`config.mk`:
```
export PLATFORM = sky130hd
export DESIGN_NAME = regfile_dump_reader_flat
export DESIGN_NICKNAME = d
export VERILOG_FILES = /design/src/rtl/regfile_dump_reader_if.sv /design/src/rtl/regfile_dump_reader.sv /design/src/flat_wrapper.sv
export SDC_FILE = /design/constraint.sdc
export NUM_CORES = 1
export LEC_CHECK = 0
export CAP_MARGIN = 0
export CORE_MARGIN = 3
export CORE_UTILIZATION = 35
export CTS_CLUSTER_SIZE = 24
export DETAILED_ROUTE_END_ITERATION = 6
export PLACE_DENSITY = 0.69
export REMOVE_ABC_BUFFERS = 1
export SYNTH_ARGS = -nofsm -noshare
export SYNTH_HDL_FRONTEND = slang
export SYNTH_SLANG_ARGS = --single-unit
```
`constraint.sdc`:
```
create_clock -name clk -period 1.7 [get_ports clk]
set_input_delay 0.255 -clock clk [delete_from_list [all_inputs] [get_ports clk]]
set_output_delay 0.255 -clock clk [all_outputs]
set_load 0.02 [all_outputs]
```
`src/rtl/regfile_dump_reader_if.sv`:
```
// rtl/regfile_dump_reader_if.sv - dump word stream between the reader and its consumer

interface regfile_dump_reader_if #(
  parameter int ADDR_W = 5,
  parameter int DATA_W = 32
);
  logic [DATA_W-1:0] dump_data;
  logic [ADDR_W-1:0] dump_addr;
  logic              dump_valid;
  logic              dump_ready;

  modport master (
    output dump_data,
    output dump_addr,
    output dump_valid,
    input  dump_ready
  );

  modport slave (
    input  dump_data,
    input  dump_addr,
    input  dump_valid,
    output dump_ready
  );
endinterface

```
`src/rtl/regfile_dump_reader.sv`:
```
// rtl/regfile_dump_reader.sv - walks a wrapping register range and streams each value out

module regfile_dump_reader #(
  parameter int ADDR_W = 5,
  parameter int DATA_W = 32
) (
  input  logic              clk,
  input  logic              rst,
  input  logic              start,
  input  logic              abort,
  input  logic [ADDR_W-1:0] first_addr,
  input  logic [ADDR_W-1:0] last_addr,
  output logic [ADDR_W-1:0] reg_rs,
  input  logic [DATA_W-1:0] rs_out,
  regfile_dump_reader_if.master dump,
  output logic              busy,
  output logic              done
);
  localparam int REM_W = ADDR_W + 1;

  typedef enum logic [1:0] {
    IDLE   = 2'd0,
    FETCH  = 2'd1,
    HOLD   = 2'd2,
    FINISH = 2'd3
  } state_t;

  state_t            state;
  logic [ADDR_W-1:0] ptr;
  logic [REM_W-1:0]  remaining;
  logic [ADDR_W-1:0] span;

  // Modular difference so a first index above last wraps through the top entry.
  assign span   = last_addr - first_addr;
  assign reg_rs = (state == FETCH) ? ptr : '0;
  assign busy   = (state != IDLE);

  always_ff @(posedge clk) begin
    if (rst) begin
      state           <= IDLE;
      ptr             <= '0;
      remaining       <= '0;
      dump.dump_data  <= '0;
      dump.dump_addr  <= '0;
      dump.dump_valid <= 1'b0;
      done            <= 1'b0;
    end else if (abort && state != IDLE) begin
      state           <= IDLE;
      dump.dump_valid <= 1'b0;
      done            <= 1'b0;
    end else begin
      done <= 1'b0;
      case (state)
        IDLE: begin
          if (start && !abort) begin
            ptr       <= first_addr;
            remaining <= {1'b0, span} + REM_W'(1);
            state     <= FETCH;
          end
        end
        FETCH: begin
          dump.dump_data  <= rs_out;
          dump.dump_addr  <= ptr;
          dump.dump_valid <= 1'b1;
          state           <= HOLD;
        end
        HOLD: begin
          if (dump.dump_valid && dump.dump_ready) begin
            dump.dump_valid <= 1'b0;
            if (remaining == REM_W'(1)) begin
              done  <= 1'b1;
              state <= FINISH;
            end else begin
              remaining <= remaining - REM_W'(1);
              ptr       <= ptr + 1'b1;
              state     <= FETCH;
            end
          end
        end
        FINISH: state <= IDLE;
        default: state <= IDLE;
      endcase
    end
  end
endmodule

```
`src/flat_wrapper.sv`:
```
// flat-port wrapper written by rule: the top's interface ports become plain ports
module regfile_dump_reader_flat 
#(
  parameter int ADDR_W = 5,
  parameter int DATA_W = 32
)
  (clk, rst, start, abort, first_addr, last_addr, reg_rs, rs_out, busy, done, dump_dump_data, dump_dump_addr, dump_dump_valid, dump_dump_ready);
  regfile_dump_reader_if #(.ADDR_W(ADDR_W), .DATA_W(DATA_W)) dump_i ();
  input  logic clk;
  input  logic rst;
  input  logic start;
  input  logic abort;
  input  logic [ADDR_W-1:0] first_addr;
  input  logic [ADDR_W-1:0] last_addr;
  output logic [ADDR_W-1:0] reg_rs;
  input  logic [DATA_W-1:0] rs_out;
  output logic busy;
  output logic done;
  output wire logic [$bits(dump_i.dump_data)-1:0] dump_dump_data;
  output wire logic [$bits(dump_i.dump_addr)-1:0] dump_dump_addr;
  output wire logic [$bits(dump_i.dump_valid)-1:0] dump_dump_valid;
  input wire logic [$bits(dump_i.dump_ready)-1:0] dump_dump_ready;
  assign dump_dump_data = dump_i.dump_data;
  assign dump_dump_addr = dump_i.dump_addr;
  assign dump_dump_valid = dump_i.dump_valid;
  assign dump_i.dump_ready = dump_dump_ready;
  regfile_dump_reader #(.ADDR_W(ADDR_W), .DATA_W(DATA_W)) u_core (.clk(clk), .rst(rst), .start(start), .abort(abort), .first_addr(first_addr), .last_addr(last_addr), .reg_rs(reg_rs), .rs_out(rs_out), .dump(dump_i), .busy(busy), .done(done));
endmodule
```
==> metrics.md <==
| Metric | Value |
|---|---|
| Filler cells | 607 |
| Post-synth cell types | 44 |
| CTS buffer count | 5 |
| Vias per cell | ~5 |
| Status | completed |
| Top_reg_cell synth | dfxtp_1 |
| Synth Instances | just over 300 |
| Crit path arrival time | 1.85 ns |
| Final-stage net count | 470 |
| Clock-pin slew on the worst setup and hold paths | 0.10 ns |
| Clk root buf | clkbuf_8 |
| Synth-to-Final Area Change | 53.23% |
| Crit path cell chain | dlygate4sd2_1, inv_1, ha_2, inv_2, fa_2, ha_4, and4b_1, xnor2_1, o22ai_1 |
| Static Leak | 1.374 nW |
| Slowest-stage cell, CP | fa_2 |
| Reg2Reg Depth | 7 |
| Antenna cells | 0 |
| Peak Freq | ~600 MHz |
| Core Rows | 29 |
| Sequential fraction of the synthesis area | 0.4304 |
| Hold Vio Cnt, Final | 0 |
| GR Util All Layers | 0.1622 |
| WS Path Type | in -> reg |
| Placement Cell Area | between 3000 and 4000 µm² |
| Initial Util | 0.3703 |
| Mean area per synthesized cell | between 7 and 8 µm² |
| First-pass GRT wire length | approximately 10000 µm |
| Pwr dens | 690.2 nW/µm² |
| Critical Path Sink Type | flop |
| Hold path cells | 2 |
| Die Wd | 89.13 µm |
| Flops & latches, synth | 52 |
| I/O Buffers | between 90 and 100 |
| Drt pass-1 iters | 4 |
| Crit path max fanout | 2 |
| Vias in the first global route | about 2300 |
| Synthesized area | roughly 2400 µm² |
| Max stage delay on crit path | ~0.57 ns |
| Max-cap check violation count | 0 |
| Worst hold path class | in -> reg |
| YS warnings | 0 |
| Max transition margin | 0.7557 |
| Asr flop ratio synth | 0 |
| Clk buf depth | 2 |
| Final period utilization | 0.9785 |
| Largest net degree at the start of global routing | 37 |
| TNS Setup | 0 ns |
| Fin area | between 3000 and 4000 µm² |
| Clk_lat worst skew | ~0.30 ns |
| Total clock sinks | 52 |
| DR iter-0 viols | roughly 180 |
| Remaining antenna violation count | 0 |
| Overflow after GRT | 0 |
| Crit path launch type | input port |
| Fin Hold WS | 0.3488 ns |
| Drt wl/cell | between 10 and 15 µm |
| DP HPWL | between 4000 and 5000 µm |
| Required time worst endpoint | between 1.5 and 2 ns |
| RSZ-0062 raised after global routing | true |
| Main area contributors after synthesis | dfxtp_1 (43%), nand2_1 (13%), a21oi_1 (10%), ha_1 (4.1%), nor2_1 (2.2%) |
| I/O pins | between 90 and 100 |
| Share of layout cells above drive strength 1 | 0.1566 |
| Post-synth EDFFs | 0 |
| Top-count cell post-synth | nand2_1 |
| WP depth | 9 |
| Core area | 6531 µm² |
| DRT Wirelength | ~6800 µm |
| CTS tree | yes |
| Max VDD drop | ~0.46 mV |
| Final setup violation count | 0 |
| H-tree Lvls | 2 |
| Routed vias | between 2000 and 2500 |
| Clock skew | between 0.008 and 0.009 ns |
| Initial antenna violation count | 0 |
| Largest area contributor in the netlist | dfxtp_1 |
| Worst-Margin Slew | between 0.3 and 0.4 ns |
| Top cells by count, synth | nand2_1 (84), dfxtp_1 (52), a21oi_1 (49), nor2_1 (14) |
| Post-route minimum period | approximately 1.7 ns |
| Bufs and invs on worst path | 3 |
| Top delay family on crit path | adder cells |
| Die Y | 89.13 µm |
| Residual DRC | 0 |
| RePlAce Congestion | 0.7996 |
| Slew Viols, Final | 0 |
| Yosys top cell area share | 0.4304 |
| Die Area | ~7900 µm² |
worst paths after layout:
check | slack [ns] | start | to
setup / recovery | 0.04 | last_addr[0] | u_core.remaining[4]$_SDFFE_PP0P_
hold / removal | 0.35 | rst | u_core.dump.dump_data[12]$_SDFFE_PP0P_
setup reg to reg | 0.16 | u_core.remaining[1]$_SDFFE_PP0P_ | u_core.remaining[0]$_SDFFE_PP0P_
hold reg to reg | 0.46 | u_core.dump.dump_data[10]$_SDFFE_PP0P_ | u_core.dump.dump_data[10]$_SDFFE_PP0P_
flip-flops by register name (all words and copies together) (netlist names):
| name | cells |
|---|---|
| u_core.dump.dump_data | 32 |
| u_core.remaining | 6 |
| u_core.dump.dump_addr | 5 |
| u_core.ptr | 5 |
| u_core.state | 2 |
| u_core.done | 1 |
| u_core.dump.dump_valid | 1 |
kinds of logic after synthesis:
group / Yosys count / share of synthesized area
XOR/XNOR: 6 / 0.02173
AO/OA/AOI/OAI: 77 / 0.1868
adder cells (fa/ha/maj): 9 / 0.04967
AND/OR/NAND/NOR: 135 / 0.2633
buffers and inverters: 26 / 0.04811
flip-flops: 52 / 0.4304
power breakdown:
part	switching (mW)	total, mW	internal (mW)
Sequential	0.0301	1.29	1.26
Clock	0.418	0.712	0.294
Combinational	0.257	0.558	0.301
Total	0.705	2.56	1.85
stage by stage:
stage                       util  power [mW]  setup slack, ns  std cells
after floorplan                -       1.566          -0.4612        288
after global placement    0.5429       1.832          -0.5087        480
after detailed placement  0.5429       1.840          -0.5739        480
after CTS                 0.5594       2.565         0.001004        489
after global routing      0.5674       2.692         -0.03362        492
final                     0.5674       2.558          0.03650        492
routing by layer:
layer / vias up / GRT usage / share of wire
met5: - / 0 / 0
li1: 1237 / - / -
met1: 1146 / 0.2183 / 0.43
met4: 0 / 0.04060 / 0.0075
met2: 61 / 0.2706 / 0.51
met3: 5 / 0.02673 / 0.051
final cells by class:
class | count | area (µm²) | area share
clock buffers | 6 | 72.57 | 0.01958
clock inverters | 2 | 16.27 | 0.004389
inverters | 9 | 33.78 | 0.009115
multi-input cells | 228 | 1329 | 0.3585
flip-flops and latches | 52 | 1044 | 0.2816
well taps | 77 | 96.34 | 0.02600
repair buffers | 118 | 1115 | 0.3008
placed cells by master (no fill, tap or decap), types with 4 or more instances in the layout:
cell type | synthesis | final
nand2_1 | 84 | 84
clkdlybuf4s50_1 | 0 | 81
dfxtp_1 | 52 | 50
a21oi_1 | 49 | 47
buf_4 | 0 | 25
nor2_1 | 14 | 14
o21ai_0 | 9 | 8
and2_1 | 7 | 7
inv_1 | 9 | 7
ha_1 | 8 | 5
clkbuf_8 | 0 | 5
xnor2_1 | 5 | 4
what timing repair did:
action                                  CTS  global route
pin swaps                                 5             2
endpoints found under the setup margin   11            15
gates resized for setup                  17            18
buffers inserted                          1             2
cloned                                    0             1
hold buffers                              0             0
Note: power is estimated with default switching activity, not from simulation.
